`src/rtl/mem_port_arbiter.sv`:
```
// Two-master arbiter for the unified memory port: data (load/store) wins, fetch gets a turn after
// STARVE_MAX consecutive data grants. Define MEM_ARB_TIMEOUT_EN to abort transactions memory never answers.
module mem_port_arbiter #(
    parameter int ADDR_W     = 32,
    parameter int DATA_W     = 32,
    parameter int STARVE_MAX = 4,
    parameter int TIMEOUT    = 64
) (
    input  logic                clk,
    input  logic                reset,
    input  logic                i_req,
    input  logic [ADDR_W-1:0]   i_addr,
    output logic                i_gnt,
    output logic                i_rvalid,
    output logic [DATA_W-1:0]   i_rdata,
    output logic                i_err,
    input  logic                d_req,
    input  logic                d_we,
    input  logic [ADDR_W-1:0]   d_addr,
    input  logic [DATA_W-1:0]   d_wdata,
    input  logic [DATA_W/8-1:0] d_be,
    output logic                d_gnt,
    output logic                d_rvalid,
    output logic [DATA_W-1:0]   d_rdata,
    output logic                d_err,
    output logic                m_req,
    output logic                m_we,
    output logic [ADDR_W-1:0]   m_addr,
    output logic [DATA_W-1:0]   m_wdata,
    output logic [DATA_W/8-1:0] m_be,
    input  logic                m_gnt,
    input  logic                m_rvalid,
    input  logic [DATA_W-1:0]   m_rdata,
    output logic                busy
);
    localparam int SC_W = $clog2(STARVE_MAX + 1);
    localparam logic [SC_W-1:0] STARVE_TOP = SC_W'(STARVE_MAX);

    if (STARVE_MAX < 1 || TIMEOUT < 2 || (DATA_W % 8) != 0) begin : g_param_check
        $error("mem_port_arbiter: illegal parameter combination");
    end

    typedef enum logic [1:0] {IDLE, REQ, WAIT} state_t;

    state_t          state;
    state_t          state_nxt;
    logic            owner_data;
    logic [SC_W-1:0] starve_cnt;
    logic            fetch_wins;
    logic            complete;
`ifdef MEM_ARB_TIMEOUT_EN
    localparam int TMO_W = $clog2(TIMEOUT);
    localparam logic [TMO_W-1:0] TMO_LAST = TMO_W'(TIMEOUT - 1);
    logic [TMO_W-1:0] tmo_cnt;
    logic             tmo_hit;
    logic             abort;
`endif

    // Fetch only beats a pending data request once the starvation counter has saturated.
    assign fetch_wins = i_req && (!d_req || starve_cnt == STARVE_TOP);
    assign i_gnt      = (state == IDLE) && !reset && fetch_wins;
    assign d_gnt      = (state == IDLE) && !reset && d_req && !fetch_wins;
    assign m_req      = (state == REQ);
    assign busy       = (state != IDLE);

    always_ff @(posedge clk or posedge reset) begin
        if (reset) state <= IDLE;
        else       state <= state_nxt;
    end

    always_comb begin
        state_nxt = state;
        complete  = 1'b0;
`ifdef MEM_ARB_TIMEOUT_EN
        abort     = 1'b0;
`endif
        case (state)
            IDLE: begin
                if (i_gnt || d_gnt) state_nxt = REQ;
            end
            REQ: begin
                if (m_gnt) state_nxt = WAIT;
`ifdef MEM_ARB_TIMEOUT_EN
                if (tmo_hit) begin
                    state_nxt = IDLE;
                    abort     = 1'b1;
                end
`endif
            end
            WAIT: begin
                if (m_rvalid) begin
                    state_nxt = IDLE;
                    complete  = 1'b1;
                end
`ifdef MEM_ARB_TIMEOUT_EN
                else if (tmo_hit) begin
                    state_nxt = IDLE;
                    abort     = 1'b1;
                end
`endif
            end
            default: state_nxt = IDLE;
        endcase
    end

    always_ff @(posedge clk or posedge reset) begin
        if (reset) begin
            owner_data <= 1'b0;
            m_we       <= 1'b0;
            m_addr     <= '0;
            m_wdata    <= '0;
            m_be       <= '0;
            starve_cnt <= '0;
            i_rvalid   <= 1'b0;
            i_rdata    <= '0;
            d_rvalid   <= 1'b0;
            d_rdata    <= '0;
        end else begin
            i_rvalid <= 1'b0;
            d_rvalid <= 1'b0;
            if (i_gnt) begin
                owner_data <= 1'b0;
                m_we       <= 1'b0;
                m_addr     <= i_addr;
                m_wdata    <= '0;
                m_be       <= '1;
                starve_cnt <= '0;
            end
            if (d_gnt) begin
                owner_data <= 1'b1;
                m_we       <= d_we;
                m_addr     <= d_addr;
                m_wdata    <= d_wdata;
                m_be       <= d_be;
                if (i_req && starve_cnt != STARVE_TOP) starve_cnt <= starve_cnt + 1'b1;
            end
            // Stores complete with zero data so the pipeline never sees stale read data.
            if (complete) begin
                if (owner_data) begin
                    d_rvalid <= 1'b1;
                    d_rdata  <= m_we ? '0 : m_rdata;
                end else begin
                    i_rvalid <= 1'b1;
                    i_rdata  <= m_rdata;
                end
            end
`ifdef MEM_ARB_TIMEOUT_EN
            if (abort) begin
                if (owner_data) begin
                    d_rvalid <= 1'b1;
                    d_rdata  <= '0;
                end else begin
                    i_rvalid <= 1'b1;
                    i_rdata  <= '0;
                end
            end
`endif
        end
    end

`ifdef MEM_ARB_TIMEOUT_EN
    // Counts cycles spent in REQ/WAIT; the abort fires after TIMEOUT of them.
    assign tmo_hit = (tmo_cnt == TMO_LAST);

    always_ff @(posedge clk or posedge reset) begin
        if (reset)              tmo_cnt <= '0;
        else if (state == IDLE) tmo_cnt <= '0;
        else                    tmo_cnt <= tmo_cnt + 1'b1;
    end

    always_ff @(posedge clk or posedge reset) begin
        if (reset) begin
            i_err <= 1'b0;
            d_err <= 1'b0;
        end else begin
            i_err <= abort && !owner_data;
            d_err <= abort && owner_data;
        end
    end
`else
    assign i_err = 1'b0;
    assign d_err = 1'b0;
`endif

endmodule

```
`config.mk`:
```
export PLATFORM = sky130hd
export DESIGN_NAME = mem_port_arbiter
export DESIGN_NICKNAME = d
export VERILOG_FILES = /design/src/rtl/mem_port_arbiter.sv
export SDC_FILE = /design/constraint.sdc
export NUM_CORES = 1
export LEC_CHECK = 0
export BUFFER_PORTS_ARGS = -buffer_cell sky130_fd_sc_hd__buf_2
export CAP_MARGIN = 20
export CORE_ASPECT_RATIO = 1.4
export CORE_MARGIN = 8
export CORE_UTILIZATION = 49
export DETAILED_ROUTE_END_ITERATION = 8
export PLACE_DENSITY = 0.85
export SYNTH_ARGS = -nofsm -noshare
export SYNTH_HDL_FRONTEND = slang
export SYNTH_SLANG_ARGS = --single-unit
```
`constraint.sdc`:
```
create_clock -name clk -period 7.5 [get_ports clk]
set_input_delay 0 -clock clk [delete_from_list [all_inputs] [get_ports clk]]
set_output_delay 0 -clock clk [all_outputs]
set_load 0.005 [all_outputs]
```
==> flow_metrics.py, run 1 <==
metrics = {
    "outcome": {
        "status": "completed",
    },
    "setup_path": {
        "path_cells": "or4b_1 -> buf_16 -> or3_1 -> o221a_1 -> dlygate4sd3_1",
        "crit_type": "reg -> reg",
        "arrival_ns": 2.88,
        "crit_slowest_cell": "or4b_1",
        "critPathCaptureType": "flip-flop",
        "cp.required_ns": 7.78,
        "crit_fanout": 36,
        "critPathLaunchType": "flip-flop",
        "slowest_delay_ns": 0.69,
        "rrSetupSlack_ns": 4.90,
    },
    "cells_and_area": {
        "final.fill_count": 556,
        "area_growth_pct": 62.3,
        "seq_area_um2": 3530,
        "drive_above_1_share_pct": 41.3,
        "multi_input_area_um2": 1950,
        "instances_no_fill": 1011,
        "final_nets": 992,
    },
    "clock_network": {
        "cts-resized-gates": 0,
        "cts_sinks": 141,
        "cts-htree-levels": 4,
        "cts-root-buf": "clkbuf_16",
        "cts_setup_buffers": 0,
        "insertion_delay_ns": 0.41,
        "numCtsBuffers": 17,
        "cts.path.max_buffers": 2,
        "clk_pin_slew_ns": 0.06,
        "holdBufCountCts": 137,
        "cts_tree": "done",
    },
    "floorplan": {
        "die_h_um": 143,
        "die_x_um": 107,
        "rows": 46,
        "core_area_um2": 11300,
        "dieArea_um2": 15300,
        "initial_core_util_pct": 50.1,
        "io_pins": 280,
    },
    "global_routing": {
        "antenna_found_initial": 2,
        "grt_pass1_wl_mm": 34.0,
        "grt_max_degree": 79,
        "grt_pass1_vias": 6337,
        "grt_overflow_total": 0,
        "grt_usage_pct": 28.8,
    },
    "placed_design": {
        "gp_congestion": 0.904,
        "port_buffers": 277,
        "post-dp-hpwl_mm": 13.2,
        "place_inst": 838,
    },
    "timing": {
        "fin_crit_ns": 2.60,
        "setup_tns_ns": 0,
        "fmax_mhz": 385,
        "skew_ns": 0.0118,
        "finalMaxSlewViolations": 0,
        "timing_hold_violations_final": 0,
        "period_share_pct": 34.7,
        "setup_violations": 0,
        "rsz0062_at_grt": "false",
        "slew_headroom_pct": 34.2,
        "worstMarginPinSlew_ns": 0.987,
    },
    "logic_synthesis": {
        "synth_top_area_share_pct": 62.2,
        "synth_area_leaders": "dfrtp_1 (62%), mux2_2 (6.3%), o221a_1 (5.4%)",
        "synth.distinct_cells": 32,
        "netlist_instances": 445,
        "ys_seq_area_share_pct": 62.2,
        "ys_ff_latch": 141,
        "synth_area_um2": 5680,
        "synth.avg_cell_area_um2": 12.8,
        "yosys_warnings": 0,
        "yosysTopAreaCell": "dfrtp_1",
    },
    "route": {
        "routed_wl_mm": 22.0,
        "drc": 0,
        "first_pass_iters": 5,
        "drtIter0Drc": 320,
        "detail-route-antenna-nets": 0,
        "drt-vias-per-instance": 5.55,
        "wire_per_inst_um": 21.8,
        "via_count": 5610,
    },
    "flow_run": {
        "max-cap-violations": 0,
    },
    "min_path": {
        "hp-class": "in -> reg",
    },
    "power": {
        "vdd.ir_drop.worst_v": 0.000211,
        "p_leak_nw": 4.48,
        "power.density_nw_per_um2": 392,
    },
}
state kept, by name (all words and copies together), names as in the netlist:
signal,count
m_we,1
m_be,4
i_rdata,32
state,2
d_rdata,32
m_wdata,32
d_rvalid,1
m_addr,32
owner_data,1
starve_cnt,3
i_rvalid,1
layout make-up:
| cell class | count | share of cell area [%] |
|---|---|---|
| flip-flops and latches | 141 | 38.3 |
| repair buffers | 422 | 31.0 |
| multi-input cells | 263 | 21.2 |
| clock buffers | 22 | 5.15 |
| clock inverters | 10 | 2.00 |
| well taps | 144 | 1.96 |
| inverters | 6 | 0.312 |
| diodes | 3 | 0.0815 |
final timing paths:
path,from,endpoint,cells after the start
worst max-delay path,state[0],m_addr[22],5
worst min-delay path,i_req,m_wdata[31],3
worst max register to register,state[0],m_addr[22],5
worst min register to register,d_rdata[26],d_rdata[26],2
max in group asynchronous,reset,m_wdata[23],4
min in group asynchronous,reset,starve_cnt[2],3
metal layers:
metal  up-vias  part of all wire, %  global-route usage (%)
met4         0                  5.0                    18.0
met2       351                   52                    50.8
met1      2764                   36                    29.6
met3        74                  7.3                    7.62
li1       2421                    -                       -
met5         -                    0                       0
critical path, delay by kind of cell, from the launching register on:
| family | cells | cell delay, ns |
|---|---|---|
| buf+inv | 2 | 0.81 |
| flops | 1 | 0.43 |
| simple gates | 2 | 1.07 |
| compound gates | 1 | 0.15 |
cells in the final DEF, fill, tap and decap left out, types with 2 or more instances in the layout:
cell	instances
o21ai_0	37
ha_1	2
o22a_1	3
buf_4	6
mux2_2	32
clkbuf_8	3
conb_1	2
nor2_1	2
nand2_1	37
dfrtp_1	141
clkinvlp_4	2
nand2b_1	36
o221a_1	27
inv_6	2
o221a_2	5
buf_2	277
or3_1	32
a22o_1	34
inv_1	4
dlygate4sd3_1	137
diode_2	3
buf_16	2
bufinv_16	5
clkbuf_16	17
or4b_1	2
clkinv_2	3
clkbuf_1	2
through the flow:
step	hold WS, ns	utilization [%]	setup WS [ns]	instance area (um2)	power (mW)
after global routing	0.182	81.2	4.77	9210	3.79
after floorplan	0.108	-	3.72	5680	1.86
after CTS	0.152	80.9	4.66	9180	3.54
final	0.190	81.2	4.90	9210	3.61
after detailed placement	0.125	63.0	5.21	7150	2.44
after global placement	0.109	62.8	5.34	7120	2.36
Yosys cell counts (all sizes together):
cell / count
a21boi: 1
a21oi: 1
a22o: 34
and3: 1
buf: 12
clkbuf: 24
clkinv: 1
conb: 1
dfrtp: 141
ha: 2
inv: 5
mux2: 32
mux2i: 1
nand2: 37
nand2b: 36
nand4b: 1
nor2: 2
nor3: 1
nor3b: 1
o21a: 1
o21ai: 38
o221a: 32
o22a: 3
o22ai: 1
or2: 2
or3: 32
or4b: 2
cell families after synthesis:
| group | count (synthesis) | synth area share (%) |
|---|---|---|
| adder cells (fa/ha/maj) | 2 | 0.441 |
| buffers and inverters | 42 | 3.72 |
| AND/OR/NAND/NOR | 115 | 11.2 |
| multiplexers | 33 | 6.52 |
| other | 1 | 0.0661 |
| AO/OA/AOI/OAI | 111 | 15.9 |
| flip-flops | 141 | 62.2 |
power breakdown:
group	internal, mW	switching, mW
Combinational	0.735	0.570
Sequential	1.12	0.257
Clock	0.617	0.314
Total	2.47	1.14
Power figures use the tool's default switching activity.
==> inputs of run 2 (changes only) <==
--- a/config.mk
+++ b/config.mk
@@ -5,13 +5,14 @@
 export SDC_FILE = /design/constraint.sdc
 export NUM_CORES = 1
 export LEC_CHECK = 0
+export ABC_AREA = 1
 export BUFFER_PORTS_ARGS = -buffer_cell sky130_fd_sc_hd__buf_2
 export CAP_MARGIN = 20
 export CORE_ASPECT_RATIO = 1.4
 export CORE_MARGIN = 8
-export CORE_UTILIZATION = 49
+export CORE_UTILIZATION = 47
 export DETAILED_ROUTE_END_ITERATION = 8
-export PLACE_DENSITY = 0.85
+export PLACE_DENSITY = 0.8
 export SYNTH_ARGS = -nofsm -noshare
 export SYNTH_HDL_FRONTEND = slang
 export SYNTH_SLANG_ARGS = --single-unit
==> constraint.sdc (replaced) <==
create_clock -name clk -period 2.5 [get_ports clk]
set_input_delay 0 -clock clk [delete_from_list [all_inputs] [get_ports clk]]
set_output_delay 0 -clock clk [all_outputs]
set_load 0.005 [all_outputs]
==> flow_metrics.py, run 2 <==
metrics = {
    "clock_network": {
        "cts_tree": "done",
        "cts-root-buf": "clkbuf_16",
        "cts-htree-levels": 4,
        "holdBufCountCts": 138,
        "numCtsBuffers": 17,
        "clk_pin_slew_ns": 0.06,
        "cts_setup_buffers": 0,
        "cts-resized-gates": 0,
        "insertion_delay_ns": 0.41,
        "cts_sinks": 141,
        "cts.path.max_buffers": 2,
    },
    "cells_and_area": {
        "area_growth_pct": 55.9,
        "layout_commonest_cell": "nand2_1",
        "drive_above_1_share_pct": 28.1,
        "multi_input_area_um2": 2130,
        "final_cell_mix": "nand2_1 (340), buf_2 (277), dfrtp_1 (141)",
        "final_nets": 1314,
        "final.fill_count": 815,
        "seq_area_um2": 3530,
    },
    "timing": {
        "fin_crit_ns": 2.31,
        "rsz0062_at_grt": "false",
        "fmax_mhz": 433,
        "finalMaxSlewViolations": 0,
        "worst_hold_slack_ns": 0.0747,
        "worstMarginPinSlew_ns": 0.832,
        "period_share_pct": 92.4,
        "setup_violations": 0,
        "slew_headroom_pct": 44.5,
        "skew_ns": 0.00969,
        "timing_hold_violations_final": 0,
        "layout_setup_ws_ns": 0.191,
    },
    "logic_synthesis": {
        "synth_area_leaders": "dfrtp_1 (57%), nand2_1 (21%), nand3_1 (8.0%)",
        "synth-simple-area-share_pct": 30.0,
        "synth_top_family_by_area": "simple AND/OR/NAND/NOR gates",
        "synth_fa_ha_area_share_pct": 0.403,
        "synth.distinct_cells": 22,
        "synth_top_area_share_pct": 56.9,
        "synthMuxAreaShare_pct": 0,
        "synth_compound_area_share_pct": 3.61,
        "ys_seq_area_share_pct": 56.9,
        "yosysMostFrequentCell": "nand2_1",
        "synth_edf_count": 0,
        "yosysTopAreaCell": "dfrtp_1",
        "async_flop_share_pct": 100,
        "yosys-top-cells-count": "nand2_1 (340), dfrtp_1 (141), nand3_1 (99), inv_1 (82), o21ai_0 (38)",
        "synth.avg_cell_area_um2": 8.09,
        "synth_area_um2": 6200,
        "netlist_instances": 767,
        "synth_xor_area_share_pct": 0,
        "ys.flop_type": "dfrtp_1",
        "yosys_warnings": 0,
        "ys_ff_latch": 141,
    },
    "power": {
        "vdd.ir_drop.worst_v": 0.000596,
        "p_leak_nw": 5.57,
        "power.density_nw_per_um2": 1040,
        "power_mw": 10.1,
    },
    "setup_path": {
        "crit_top_cell": "nand2_1",
        "critPathLaunchType": "flip-flop",
        "crit_slowest_cell": "dlygate4sd3_1",
        "cp.required_ns": 2.78,
        "rrSetupSlack_ns": 0.19,
        "path_cells": "inv_1 -> ha_1 -> nand2_1 -> nand2_1 -> nand2_1 -> nand2_4 -> buf_4 -> nand2_1 -> nand3_1 -> dlygate4sd3_1 -> nand2_1",
        "slowest_delay_ns": 0.56,
        "critPathCaptureType": "flip-flop",
        "crit_type": "reg -> reg",
        "arrival_ns": 2.59,
        "crit_fanout": 23,
    },
    "placed_design": {
        "port_buffers": 277,
        "gp_congestion": 0.870,
        "pre_cts_ws_ns": 0.830,
        "post-dp-hpwl_mm": 13.6,
    },
    "global_routing": {
        "grt_usage_pct": 28.4,
        "grt_pass1_vias": 7612,
        "grt_max_degree": 142,
        "antenna_found_initial": 2,
        "grt_overflow_total": 0,
        "grt_pass1_wl_mm": 39.1,
    },
    "route": {
        "detail-route-antenna-nets": 0,
        "drc": 0,
        "wire_per_inst_um": 18.0,
        "via_count": 7118,
        "first_pass_iters": 5,
        "drtIter0Drc": 752,
        "routed_wl_mm": 24.1,
        "drt-vias-per-instance": 5.31,
    },
    "floorplan": {
        "die_x_um": 113,
        "initial_core_util_pct": 48.2,
        "io_pins": 280,
        "rows": 49,
        "die_h_um": 152,
        "dieArea_um2": 17200,
        "core_area_um2": 12900,
    },
    "flow_run": {
        "max-cap-violations": 0,
    },
    "outcome": {
        "status": "completed",
    },
    "min_path": {
        "hp-class": "in -> reg",
    },
}
==> run 2: cell count changes in the layout (fill, tap and decap cells not counted), moves of 27 or more <==
| cell | delta |
|---|---|
| nand2_1 | +303 |
| nand3_1 | +99 |
| inv_1 | +77 |
| nand2b_1 | -36 |
| a22o_1 | -34 |
| mux2_2 | -32 |
| or3_1 | -32 |
| o221a_1 | -27 |
==> run 2: stage by stage <==
step | TNS (ns) | instance area, um2 | util, % | instances
global placement | 0 | 7670 | 59.5 | 1169
finish | 0 | 9670 | 75.1 | 1340
CTS | 0 | 9670 | 75.1 | 1338
detailed placement | 0 | 7670 | 59.5 | 1169
floorplan | -46.29 | 6240 | - | 768
global route | 0 | 9670 | 75.1 | 1340
==> run 2: final timing paths <==
kind	from	endpoint	cells past startpoint
setup / recovery	starve_cnt[0]	m_addr[26]	11
hold / removal	i_req	starve_cnt[1]	5
setup reg to reg	starve_cnt[0]	m_addr[26]	11
hold reg to reg	m_addr[10]	m_addr[10]	2
max in group asynchronous	reset	starve_cnt[1]	4
min in group asynchronous	reset	m_wdata[18]	4
==> run 2: metal layers <==
layer  vias up  global-route usage (%)  wire length, um  share of wire (%)
met5         -                       0                0                  0
met4         0                    18.7             1390                5.8
met3       121                    8.65             2260                9.4
met2       531                    47.8            12000                 50
met1      3311                    29.9             8450                 35
li1       3155                       -                -                  -
==> run 2: cell type report <==
class                   count  share of cell area, %
multi-input cells         501                   22.0
repair buffers            428                   29.8
inverters                  84                   3.33
diodes                      2                 0.0518
clock inverters            13                   1.95
clock buffers              18                   4.44
well taps                 153                   1.98
flip-flops and latches    141                   36.5
==> run 2: cell families after synthesis <==
| family | Yosys count |
|---|---|
| AOI/OAI and AO/OA | 42 |
| adders and majority gates | 2 |
| buffers and inverters | 126 |
| DFF | 141 |
| other | 1 |
| and+or+nand+nor | 455 |
==> run 2: critical path: cells and delay by family, from the launching register on <==
family                     cells  cell delay, ns
and+or+nand+nor                7            0.68
DFF                            1            0.39
buffers and inverters          3            0.94
adders and majority gates      1            0.14
==> run 2: report_power, final <==
group	internal (mW)	leakage, nW	switching, mW
clock	1.67	0.297	0.996
sequential	3.29	1.79	0.598
combinational	1.53	3.48	1.98
total	6.49	5.57	3.58
==> inputs of run 3 (changes only) <==
--- a/config.mk
+++ b/config.mk
@@ -12,6 +12,7 @@
 export CORE_MARGIN = 8
 export CORE_UTILIZATION = 47
 export DETAILED_ROUTE_END_ITERATION = 8
+export GPL_TIMING_DRIVEN = 0
 export PLACE_DENSITY = 0.8
 export SYNTH_ARGS = -nofsm -noshare
 export SYNTH_HDL_FRONTEND = slang
==> flow_metrics.py, run 3 (synthesized netlist as in run 2, its figures left out) <==
metrics = {
    "outcome": {
        "status": "completed",
    },
    "route": {
        "drc": 0,
        "wire_per_inst_um": 17.9,
        "detail-route-antenna-nets": 0,
        "drt-vias-per-instance": 5.24,
        "routed_wl_mm": 24.6,
        "via_count": 7178,
        "first_pass_iters": 7,
        "drtIter0Drc": 747,
    },
    "floorplan": {
        "rows": 49,
        "die_x_um": 113,
        "core_area_um2": 12900,
        "die_h_um": 152,
        "initial_core_util_pct": 48.2,
        "dieArea_um2": 17200,
        "io_pins": 280,
    },
    "cells_and_area": {
        "final.fill_count": 803,
        "final_area_um2": 9810,
        "layout_commonest_cell": "nand2_1",
        "final_cell_mix": "nand2_1 (340), buf_2 (290), dfrtp_1 (141)",
        "area_growth_pct": 58.2,
        "final_nets": 1344,
        "drive_above_1_share_pct": 29.1,
    },
    "placed_design": {
        "dpl-instance-area_um2": 7880,
        "post-dp-hpwl_mm": 15.0,
        "pre_cts_ws_ns": 0.0992,
        "port_buffers": 277,
        "gp_congestion": 0.899,
    },
    "setup_path": {
        "arrival_ns": 2.32,
        "critPathCaptureType": "output pin",
        "worst_r2r_path_depth": 9,
        "crit_slowest_cell": "dlygate4sd3_1",
        "crit_type": "in -> out",
        "path_cells": "dlygate4sd3_1 -> buf_2 -> clkinvlp_4 -> buf_12 -> buf_12 -> nand2_2 -> nor2_4 -> nand2_4 -> inv_4 -> buf_6 -> buf_2",
        "critPathLaunchType": "input pin",
        "slowest_delay_ns": 0.54,
        "crit_fanout": 39,
        "cp.required_ns": 2.50,
    },
    "timing": {
        "fmax_mhz": 431,
        "period_share_pct": 92.9,
        "finalMaxSlewViolations": 0,
        "timing_hold_violations_final": 0,
        "skew_ns": 0.00547,
        "rsz0062_at_grt": "false",
        "layout_setup_ws_ns": 0.178,
        "fin_crit_ns": 2.32,
        "setup_violations": 0,
    },
    "clock_network": {
        "insertion_delay_ns": 0.41,
        "cts-root-buf": "clkbuf_16",
        "cts-resized-gates": 0,
        "numCtsBuffers": 17,
        "cts-htree-levels": 4,
        "clk_pin_slew_ns": 0.06,
        "cts_sinks": 141,
        "cts_tree": "done",
        "cts.path.max_buffers": 2,
    },
    "power": {
        "vdd.ir_drop.worst_v": 0.000634,
        "pwr-share-comb_pct": 36.6,
        "p_int_mw": 6.16,
        "switching_share_pct": 37.0,
        "pwr-share-seq_pct": 39.4,
        "p_leak_nw": 5.73,
        "p_sw_mw": 3.62,
        "clkPwrFrac_pct": 24.1,
        "power.density_nw_per_um2": 997,
    },
    "global_routing": {
        "grt_pass1_wl_mm": 39.9,
        "grt_pass1_vias": 7715,
        "antenna_found_initial": 2,
        "grt_overflow_total": 0,
        "grt_usage_pct": 29.0,
        "grt_max_degree": 43,
    },
    "min_path": {
        "hold_depth": 5,
        "hp-class": "in -> reg",
    },
    "flow_run": {
        "max-cap-violations": 0,
    },
}
run 3: stage by stage:
stage / instances / util, % / setup TNS [ns] / hold WS [ns] / power (mW)
final: 1371 / 76.2 / 0 / 0.0622 / 9.78
after CTS: 1369 / 76.2 / 0 / 0.00273 / 9.64
after global placement: 1198 / 60.7 / -172.58 / 0.193 / 6.95
after floorplan: 768 / - / -46.29 / 0.0910 / 5.35
after global routing: 1371 / 76.2 / 0 / 0.0538 / 10.4
after detailed placement: 1201 / 61.2 / 0 / 0.140 / 7.08
run 3: cell type report:
class                      instances  area, um2  area share, %
timing repair buffer             416       2820           28.7
tap                              153        191           1.95
buffer                            42        263           2.68
clock inverter                    13        105           1.07
clock buffer                      19        453           4.62
antenna                            2       5.00         0.0510
sequential                       141       3530           36.0
inverter                          84        322           3.28
multi-input combinational        501       2130           21.7
run 3: critical path, delay by kind of cell:
family	cells	cell delay, ns
buffers and inverters	8	1.75
AND/OR/NAND/NOR	3	0.53
run 3: path summary, 6_finish.rpt:
path | from | end | slack [ns]
setup / recovery | reset | d_gnt | 0.18
hold / removal | d_addr[30] | m_addr[30] | 0.06
setup reg to reg | starve_cnt[0] | m_addr[23] | 0.50
hold reg to reg | i_rdata[5] | i_rdata[5] | 0.47
max in group asynchronous | reset | starve_cnt[0] | 1.74
min in group asynchronous | reset | d_rdata[26] | 0.28
run 3: metal layers:
| metal | GRT usage, % | wire, um | up-vias |
|---|---|---|---|
| met3 | 9.20 | 2230 | 130 |
| met5 | 0 | 0 | - |
| li1 | - | - | 3224 |
| met4 | 19.7 | 1580 | 0 |
| met2 | 49.1 | 12300 | 480 |
| met1 | 29.8 | 8490 | 3344 |
run 3: power by group through the flow:
stage          Combinational, mW  Clock (mW)  Sequential, mW
5_1_grt                     3.94        2.49            3.95
2_1_floorplan               1.45           0            3.90
3_5_place_dp                3.28           0            3.80
6_report                    3.58        2.35            3.85
4_1_cts                     3.47        2.39            3.78
3_3_place_gp                3.19           0            3.76
run 3: timing repair:
item | in CTS | in global routing
hold buffers | 136 | 0
setup buffers | 0 | 0
hold endpoints to repair | 164 | 0
